==> config.mk <==
export PLATFORM = sky130hd
export DESIGN_NAME = adjust_mode_fsm
export DESIGN_NICKNAME = d
export VERILOG_FILES = /design/src/rtl/clock_pkg.sv /design/src/rtl/repeat_gen.sv /design/src/rtl/adjust_mode_fsm.sv
export SDC_FILE = /design/constraint.sdc
export NUM_CORES = 1
export LEC_CHECK = 0
export BUFFER_PORTS_ARGS = -buffer_cell sky130_fd_sc_hd__buf_2
export CAP_MARGIN = 20
export CORE_ASPECT_RATIO = 1.75
export CORE_MARGIN = 2
export CORE_UTILIZATION = 59
export DETAILED_ROUTE_END_ITERATION = 7
export PLACE_DENSITY = 0.79
export SETUP_SLACK_MARGIN = 0.5
export SYNTH_ARGS = -nofsm -noshare
export SYNTH_HDL_FRONTEND = slang
export SYNTH_SLANG_ARGS = --single-unit
==> constraint.sdc <==
create_clock -name clk -period 3.2 [get_ports clk]
set_input_delay 0.16 -clock clk [delete_from_list [all_inputs] [get_ports clk]]
set_output_delay 0.16 -clock clk [all_outputs]
set_load 0.005 [all_outputs]
==> src/rtl/clock_pkg.sv <==
`default_nettype none
// ============================================================================
//  Module   : clock_pkg
//  Desc     : Shared types, default tick constants and helpers for the
//             alarm-clock front-panel mode/field-select controller.
//  Revision : 1.0  initial release
// ============================================================================
package clock_pkg;

  // Front-panel operating mode
  typedef enum logic [0:0] {
    NORMAL = 1'b0,
    ADJUST = 1'b1
  } mode_t;

  // Default timebase constants (in ticks)
  localparam int unsigned C_TIMEOUT_TICKS_DEF = 1000;
  localparam int unsigned C_REPEAT_DELAY_DEF  = 50;
  localparam int unsigned C_REPEAT_RATE_DEF   = 10;

  // One-hot decode of idx into an n-wide vector (n <= 32); out-of-range idx gives zero
  function automatic logic [31:0] onehot(input int unsigned idx, input int unsigned n);
    logic [31:0] v;
    v = '0;
    if ((idx < n) && (idx < 32)) begin
      v = 32'(1) << idx;
    end
    return v;
  endfunction

  // Larger of two unsigned values, used to size shared counters
  function automatic int unsigned max2(input int unsigned a, input int unsigned b);
    return (a > b) ? a : b;
  endfunction

endpackage
`default_nettype wire

==> src/rtl/repeat_gen.sv <==
`default_nettype none
// ============================================================================
//  Module   : repeat_gen
//  Desc     : Hold-to-auto-repeat generator for one step direction. A press
//             arms the counter; while the held level stays high, ticks advance
//             it. The first pulse comes after REPEAT_DELAY ticks, then one
//             every REPEAT_RATE ticks. o_fire is a combinational strobe the
//             parent registers.
//  Revision : 1.0  initial release
// ============================================================================
module repeat_gen
  import clock_pkg::*;
#(
  parameter int unsigned REPEAT_DELAY = C_REPEAT_DELAY_DEF,
  parameter int unsigned REPEAT_RATE  = C_REPEAT_RATE_DEF
) (
  input  logic clk,
  input  logic rst,
  input  logic i_press,
  input  logic i_held,
  input  logic i_tick,
  input  logic i_freeze,
  input  logic i_clr,
  output logic o_fire
);

  localparam int unsigned       c_CW    = $clog2(max2(REPEAT_DELAY, REPEAT_RATE) + 1);
  localparam logic [c_CW-1:0]   c_DELAY = c_CW'(REPEAT_DELAY);
  localparam logic [c_CW-1:0]   c_RATE  = c_CW'(REPEAT_RATE);

  logic            r_active;   // armed by a press, dropped when the hold ends
  logic            r_rate;     // 0: waiting out the initial delay, 1: repeating
  logic [c_CW-1:0] r_cnt;
  logic            r_held_q;

  logic [c_CW-1:0] w_lim;
  logic [c_CW-1:0] w_cnt_inc;
  logic            w_fall;
  logic            w_adv;
  logic            w_hit;

  assign w_lim     = r_rate ? c_RATE : c_DELAY;
  assign w_cnt_inc = r_cnt + c_CW'(1);
  assign w_fall    = r_held_q & ~i_held;
  assign w_adv     = r_active & i_tick & i_held & ~i_freeze;
  assign w_hit     = w_adv & (w_cnt_inc == w_lim);
  // A fresh press restarts the sequence, so it suppresses a coincident repeat
  assign o_fire    = w_hit & ~i_press;

  // Repeat counter: restart on press, clear on release or clear, advance on tick
  always_ff @(posedge clk) begin
    if (rst) begin
      r_active <= 1'b0;
      r_rate   <= 1'b0;
      r_cnt    <= '0;
      r_held_q <= 1'b0;
    end else begin
      r_held_q <= i_held;
      if (i_clr) begin
        r_active <= 1'b0;
        r_rate   <= 1'b0;
        r_cnt    <= '0;
      end else if (i_press) begin
        r_active <= 1'b1;
        r_rate   <= 1'b0;
        r_cnt    <= '0;
      end else if (w_fall) begin
        r_active <= 1'b0;
        r_rate   <= 1'b0;
        r_cnt    <= '0;
      end else if (w_adv) begin
        if (w_hit) begin
          r_cnt  <= '0;
          r_rate <= 1'b1;
        end else if (r_cnt != w_lim) begin
          r_cnt <= w_cnt_inc;
        end
      end
    end
  end

endmodule
`default_nettype wire

==> src/rtl/adjust_mode_fsm.sv <==
`default_nettype none
// ============================================================================
//  Module   : adjust_mode_fsm
//  Desc     : Front-panel mode/field-select controller. Toggles NORMAL/ADJUST
//             on center, walks a one-hot field select with left/right, emits
//             gated inc/dec steps (with hold-to-repeat) and returns to NORMAL
//             after TIMEOUT_TICKS ticks without activity. All outputs are
//             registered.
//  Revision : 1.0  initial release
// ============================================================================
module adjust_mode_fsm
  import clock_pkg::*;
#(
  parameter int unsigned N_FIELDS      = 4,
  parameter int unsigned TIMEOUT_TICKS = C_TIMEOUT_TICKS_DEF,
  parameter int unsigned REPEAT_DELAY  = C_REPEAT_DELAY_DEF,
  parameter int unsigned REPEAT_RATE   = C_REPEAT_RATE_DEF
) (
  input  logic                        clk,
  input  logic                        rst,
  input  logic                        i_tick,
  input  logic                        i_left,
  input  logic                        i_right,
  input  logic                        i_center,
  input  logic                        i_up,
  input  logic                        i_down,
  input  logic                        i_up_held,
  input  logic                        i_down_held,
  output logic                        o_adjust,
  output logic [N_FIELDS-1:0]         o_en,
  output logic [$clog2(N_FIELDS)-1:0] o_sel,
  output logic                        o_inc,
  output logic                        o_dec,
  output logic                        o_timeout
);

  localparam int unsigned        c_SEL_W   = $clog2(N_FIELDS);
  localparam int unsigned        c_TO_W    = $clog2(max2(TIMEOUT_TICKS, REPEAT_DELAY) + 1);
  localparam logic [c_SEL_W-1:0] c_SEL_MAX = c_SEL_W'(N_FIELDS - 1);
  localparam logic [c_TO_W-1:0]  c_TO_LIM  = c_TO_W'(TIMEOUT_TICKS);

  mode_t               r_state;
  logic [c_SEL_W-1:0]  r_sel;
  logic [N_FIELDS-1:0] r_en;
  logic [c_TO_W-1:0]   r_idle;
  logic                r_inc;
  logic                r_dec;
  logic                r_timeout;

  mode_t               w_state_n;
  logic [c_SEL_W-1:0]  w_sel_n;
  logic [N_FIELDS-1:0] w_en_n;
  logic [c_TO_W-1:0]   w_idle_n;
  logic [c_TO_W-1:0]   w_idle_inc;
  logic                w_inc_n;
  logic                w_dec_n;
  logic                w_to_n;
  logic                w_rclr;
  logic                w_in_adj;
  logic                w_press_up;
  logic                w_press_dn;
  logic                w_freeze;
  logic                w_fire_up;
  logic                w_fire_dn;
  logic                w_up_ev;
  logic                w_dn_ev;
  logic                w_act;

  assign w_in_adj   = (r_state == ADJUST);
  // Step presses only arm the repeaters in ADJUST when not leaving it
  assign w_press_up = i_up & w_in_adj & ~i_center;
  assign w_press_dn = i_down & w_in_adj & ~i_center;
  assign w_freeze   = i_up_held & i_down_held;
  assign w_up_ev    = i_up | w_fire_up;
  assign w_dn_ev    = i_down | w_fire_dn;
  assign w_act      = i_left | i_right | w_up_ev | w_dn_ev;
  assign w_idle_inc = r_idle + c_TO_W'(1);

  repeat_gen #(
    .REPEAT_DELAY (REPEAT_DELAY),
    .REPEAT_RATE  (REPEAT_RATE)
  ) u_rep_up (
    .clk      (clk),
    .rst      (rst),
    .i_press  (w_press_up),
    .i_held   (i_up_held),
    .i_tick   (i_tick),
    .i_freeze (w_freeze),
    .i_clr    (w_rclr),
    .o_fire   (w_fire_up)
  );

  repeat_gen #(
    .REPEAT_DELAY (REPEAT_DELAY),
    .REPEAT_RATE  (REPEAT_RATE)
  ) u_rep_dn (
    .clk      (clk),
    .rst      (rst),
    .i_press  (w_press_dn),
    .i_held   (i_down_held),
    .i_tick   (i_tick),
    .i_freeze (w_freeze),
    .i_clr    (w_rclr),
    .o_fire   (w_fire_dn)
  );

  // Next-state, field select, step pulses and inactivity timeout
  always_comb begin
    w_state_n = r_state;
    w_sel_n   = r_sel;
    w_idle_n  = r_idle;
    w_inc_n   = 1'b0;
    w_dec_n   = 1'b0;
    w_to_n    = 1'b0;
    w_rclr    = 1'b0;
    case (r_state)
      NORMAL: begin
        w_rclr   = 1'b1;
        w_idle_n = '0;
        if (i_center) begin
          w_state_n = ADJUST;
          w_sel_n   = '0;
        end
      end
      ADJUST: begin
        if (i_center) begin
          // Leaving drops any navigation or step in the same cycle
          w_state_n = NORMAL;
          w_rclr    = 1'b1;
          w_idle_n  = '0;
        end else begin
          if (i_right & ~i_left) begin
            w_sel_n = (r_sel == c_SEL_MAX) ? '0 : r_sel + c_SEL_W'(1);
          end else if (i_left & ~i_right) begin
            w_sel_n = (r_sel == '0) ? c_SEL_MAX : r_sel - c_SEL_W'(1);
          end
          w_inc_n = w_up_ev & ~w_dn_ev;
          w_dec_n = w_dn_ev & ~w_up_ev;
          if (w_act) begin
            w_idle_n = '0;
          end else if (i_tick) begin
            if (w_idle_inc == c_TO_LIM) begin
              w_state_n = NORMAL;
              w_rclr    = 1'b1;
              w_idle_n  = '0;
              w_to_n    = 1'b1;
            end else if (r_idle != c_TO_LIM) begin
              w_idle_n = w_idle_inc;
            end
          end
        end
      end
      default: begin
        w_state_n = NORMAL;
        w_rclr    = 1'b1;
        w_idle_n  = '0;
      end
    endcase
    w_en_n = (w_state_n == ADJUST) ? N_FIELDS'(onehot(32'(w_sel_n), N_FIELDS)) : '0;
  end

  // State and output registers
  always_ff @(posedge clk) begin
    if (rst) begin
      r_state   <= NORMAL;
      r_sel     <= '0;
      r_en      <= '0;
      r_idle    <= '0;
      r_inc     <= 1'b0;
      r_dec     <= 1'b0;
      r_timeout <= 1'b0;
    end else begin
      r_state   <= w_state_n;
      r_sel     <= w_sel_n;
      r_en      <= w_en_n;
      r_idle    <= w_idle_n;
      r_inc     <= w_inc_n;
      r_dec     <= w_dec_n;
      r_timeout <= w_to_n;
    end
  end

  assign o_adjust  = (r_state == ADJUST);
  assign o_en      = r_en;
  assign o_sel     = r_sel;
  assign o_inc     = r_inc;
  assign o_dec     = r_dec;
  assign o_timeout = r_timeout;

endmodule
`default_nettype wire

==> impl_results.md <==
- Share of the yosys chip area belonging to registers: between 30% and 40%
- Largest net degree at the start of global routing: 13
- Number of synthesis warnings: 0
- Routed wl met3: 209 um
- Critical path cell sequence: ha_4 > xnor2_1 > a2bb2oi_1 > a2111oi_2 > or2_2 > or4_4 > a311oi_1
- Part of the cycle the worst path needs: between 80% and 90%
- Data required time of the critical path: 3400 ps
- Detail Placement HPWL: just under 4000 um
- Crit-path max FO: 10
- Starting density of the core: 60.82%
- DRC violation total after the first TritonRoute iteration: 32
- Static leakage power: roughly 0.90 nW
- Family with the most delay on the worst path: simple AND/OR/NAND/NOR gates
- Fill cells: about 330
- Die ar.: 4485 um2
- Number of enable-type register cells in the synthesized netlist: 0
- Biggest cell delay along the critical path: 620 ps
- Wire length of the first global-routing pass: 8638 um
- Slew margin rel.: a little under three fifths
- Clk slew on worst S/H paths: 80 ps
- Area added between synthesis and finish: 13.59%
- Number of CTS-inserted buffers: 5
- Mux cell area share after synthesis: less than 1%
- Post-CTS Hold Buffers: 0
- Root cell of the clock tree: sky130_fd_sc_hd__clkbuf_8
- Number of hold violations in the final report: 0
- I/O pin count: 20
- WL met1: roughly 2000 um
- Number of failing setup endpoints in the final timing report: 0
- MaxCap Viol Count: 0
- Slew at the pin closest to its max-slew limit: around 640 ps
- Final setup TNS: 0 ps
- Slew Limit Fails: 0
- Post-synthesis adder-cell area fraction: around 5.4%
- CP Data Arrival Time: 2790 ps
- Antenna Nets Post-Route: 0
- Die extent in y: 87.11 um
- Share of power burned in registers: 46.6%
- Path category of the worst min-delay check: input port to flop
- All-layer global routing usage: roughly a quarter
- Sort of element at the start of the critical path: flop
- First-pass DRT Iterations: 4
- Maximum vdd ir drop: between 0.0004 and 0.0005 V
- Clk network pwr share: a little under 50%
- Clock tree from TritonCTS: done
- Power density cells: between 300 and 400 nW/um2
- Max Clock Skew: between 5 and 6 ps
- Placeable core region: approximately 3800 um2
- Status: finished clean
- Cell variety after synth: 56
- Unrepaired setup endpoints after global routing: false
- Type of destination of the critical path: flop
- Number of clock sinks seen by CTS: 38
- Uppermost signal routing layer after detailed routing: met4
- Number of standard cells after synthesis: around 280
- Peak clock frequency supported by timing: 386.6 MHz
- Synth Area in Compound Gates: between 20% and 30%
- Nets: 322
- Switching portion of total power: roughly a fifth
- Pint: roughly 0.83 mW
- Layout cells sized above 1: roughly 17%
- Share of flip-flops with an asynchronous set or reset: 0%
- Die Width: between 50 and 60 um
- Vias in the first global route: roughly 2000
- Share of the core filled with cells: approximately 69%
- Combinational power share: between 4 and 5%
- Crit path kind: flop to flop
- Number of antenna repair diodes: 0
- Latest clock arrival within the worst-skew pair: 290 ps
- Syn_area_per_cell: 8.228 um2
- Vias after detailed routing: 2193
- Routed length per instance: approximately 15 um
- Final wirelength: between 5000 and 6000 um
- Residual DRC: 0
- Overflow after GRT: 0
- Number of buffers on the longest clock path: 2
- XOR/XNOR share of the synthesized area: 4.514%
- Crit path max-delay cell type: sky130_fd_sc_hd__or4_4
- Placement Rows: 30
- Most used flip-flop cell after synthesis: sky130_fd_sc_hd__dfxtp_1
- Dominant combinational cell family by area after synthesis: simple AND/OR/NAND/NOR gates
- H-tree levels: 2
- #FFs+latches synth: 38
- Final Total Pwr: a little over 1 mW
- Power spent charging and discharging nets: between 0.2 and 0.25 mW
- Net count after synthesis: 303
- Area fraction in and, or, nand and nor cells after synthesis: 31.43%
- Worst hold slack: about 120 ps
- Port buffer count: 19
- Buffers & Inverters on Critical Path: 0
- Via/cell ratio: between 6 and 7
- Wire length on met2: between 2000 and 3000 um
- Number of antenna violations at the first check in global routing: 0
- Global placement routability congestion: about 0.89
- Post-synthesis instance area: around 2300 um2
- Min Clock Period, post-route: approximately 2600 ps
[synthesized netlist by cell type (2+ instances only)]
cell type,instances,area (um2)
sky130_fd_sc_hd__a2111oi_0,2,17.52
sky130_fd_sc_hd__a21boi_0,4,30.03
sky130_fd_sc_hd__a21oi_1,20,100.1
sky130_fd_sc_hd__a32oi_1,2,17.52
sky130_fd_sc_hd__and3_1,4,25.02
sky130_fd_sc_hd__and4b_1,2,20.02
sky130_fd_sc_hd__buf_2,7,35.03
sky130_fd_sc_hd__clkbuf_1,5,18.77
sky130_fd_sc_hd__dfxtp_1,38,760.7
sky130_fd_sc_hd__ha_1,10,125.1
sky130_fd_sc_hd__inv_1,14,52.55
sky130_fd_sc_hd__mux2i_1,2,20.02
sky130_fd_sc_hd__nand2_1,18,67.56
sky130_fd_sc_hd__nand2b_1,3,18.77
sky130_fd_sc_hd__nand3_1,12,60.06
sky130_fd_sc_hd__nand3b_1,3,22.52
sky130_fd_sc_hd__nand4_1,9,56.30
sky130_fd_sc_hd__nor2_1,24,90.09
sky130_fd_sc_hd__nor2b_1,10,62.56
sky130_fd_sc_hd__nor3_1,11,55.05
sky130_fd_sc_hd__nor3b_1,5,37.54
sky130_fd_sc_hd__nor4_1,5,31.28
sky130_fd_sc_hd__nor4b_1,3,26.28
sky130_fd_sc_hd__nor4bb_1,2,20.02
sky130_fd_sc_hd__o21ai_0,19,95.09
sky130_fd_sc_hd__or2_2,4,25.02
sky130_fd_sc_hd__or3_1,6,37.54
sky130_fd_sc_hd__xnor2_1,6,52.55
sky130_fd_sc_hd__xor2_1,6,52.55
[worst paths after layout]
check	from	end	slack (ps)	cells past startpoint
setup / recovery	u_rep_dn.r_cnt[1]	r_idle[2]	610	7
hold / removal	i_down_held	u_rep_dn.r_held_q	120	2
setup reg to reg	u_rep_dn.r_cnt[1]	r_idle[2]	610	7
hold reg to reg	r_idle[8]	r_idle[8]	520	2
[power groups by stage]
stage          clock [mW]  sequential (mW)  combinational [mW]
2_1_floorplan           0            0.492              0.0264
3_3_place_gp            0            0.492              0.0479
3_5_place_dp            0            0.493              0.0493
4_1_cts             0.508            0.482              0.0497
5_1_grt             0.528            0.482              0.0553
6_report            0.502            0.482              0.0499
[cell families after synthesis]
group | Yosys count
adders and majority gates | 10
muxes | 2
buffers and inverters | 27
AOI/OAI and AO/OA | 66
and+or+nand+nor | 128
xor gates and xnor gates | 12
DFF | 38
[stage by stage]
step,std cells,setup WS [ps],instance area (um2)
finish,351,613.4,2645
detailed placement,342,430.2,2456
floorplan,283,695.1,2328
global route,351,522.2,2645
CTS,350,554.0,2605
global placement,342,546.0,2456
[area by class of cell]
type / count / area (um2) / area share (%)
Timing Repair Buffer: 25 / 140.1 / 5.298
Multi-Input combinational cell: 218 / 1488 / 56.24
Tap cell: 48 / 60.06 / 2.271
Clock inverter: 2 / 60.06 / 2.271
Sequential cell: 38 / 762.0 / 28.81
Clock buffer: 6 / 82.58 / 3.122
Inverter: 14 / 52.55 / 1.987
[routing by layer]
| metal | vias up | GRT usage (%) |
|---|---|---|
| met1 | 1043 | 25.38 |
| li1 | 1072 | - |
| met4 | 0 | 10.77 |
| met3 | 11 | 4.296 |
| met2 | 67 | 47.79 |
| met5 | - | 0 |
[registers in the layout, indices dropped and copies added (netlist names), 2 cells and up]
name	cells
o_en	4
u_rep_up.r_cnt	6
o_sel	2
r_idle	10
u_rep_dn.r_cnt	6
[what timing repair did]
item / 4_1_cts / 5_1_grt
setup endpoints to repair: 3 / 15
setup buffers: 0 / 1
gates resized for setup: 2 / 8
pin swaps: 0 / 1
hold endpoints to repair: 0 / 0
[cells in the final DEF, fill, tap and decap left out, types with 9 or more instances in the layout]
cell	synthesis	layout
sky130_fd_sc_hd__dfxtp_1	38	37
sky130_fd_sc_hd__nor2_1	24	24
sky130_fd_sc_hd__o21ai_0	19	19
sky130_fd_sc_hd__a21oi_1	20	19
sky130_fd_sc_hd__buf_2	7	19
sky130_fd_sc_hd__nand2_1	18	18
sky130_fd_sc_hd__inv_1	14	14
sky130_fd_sc_hd__nand3_1	12	12
sky130_fd_sc_hd__nor3_1	11	10
sky130_fd_sc_hd__nor2b_1	10	10
sky130_fd_sc_hd__nand4_1	9	9
sky130_fd_sc_hd__ha_1	10	9
(Power assumes the default switching activity.)
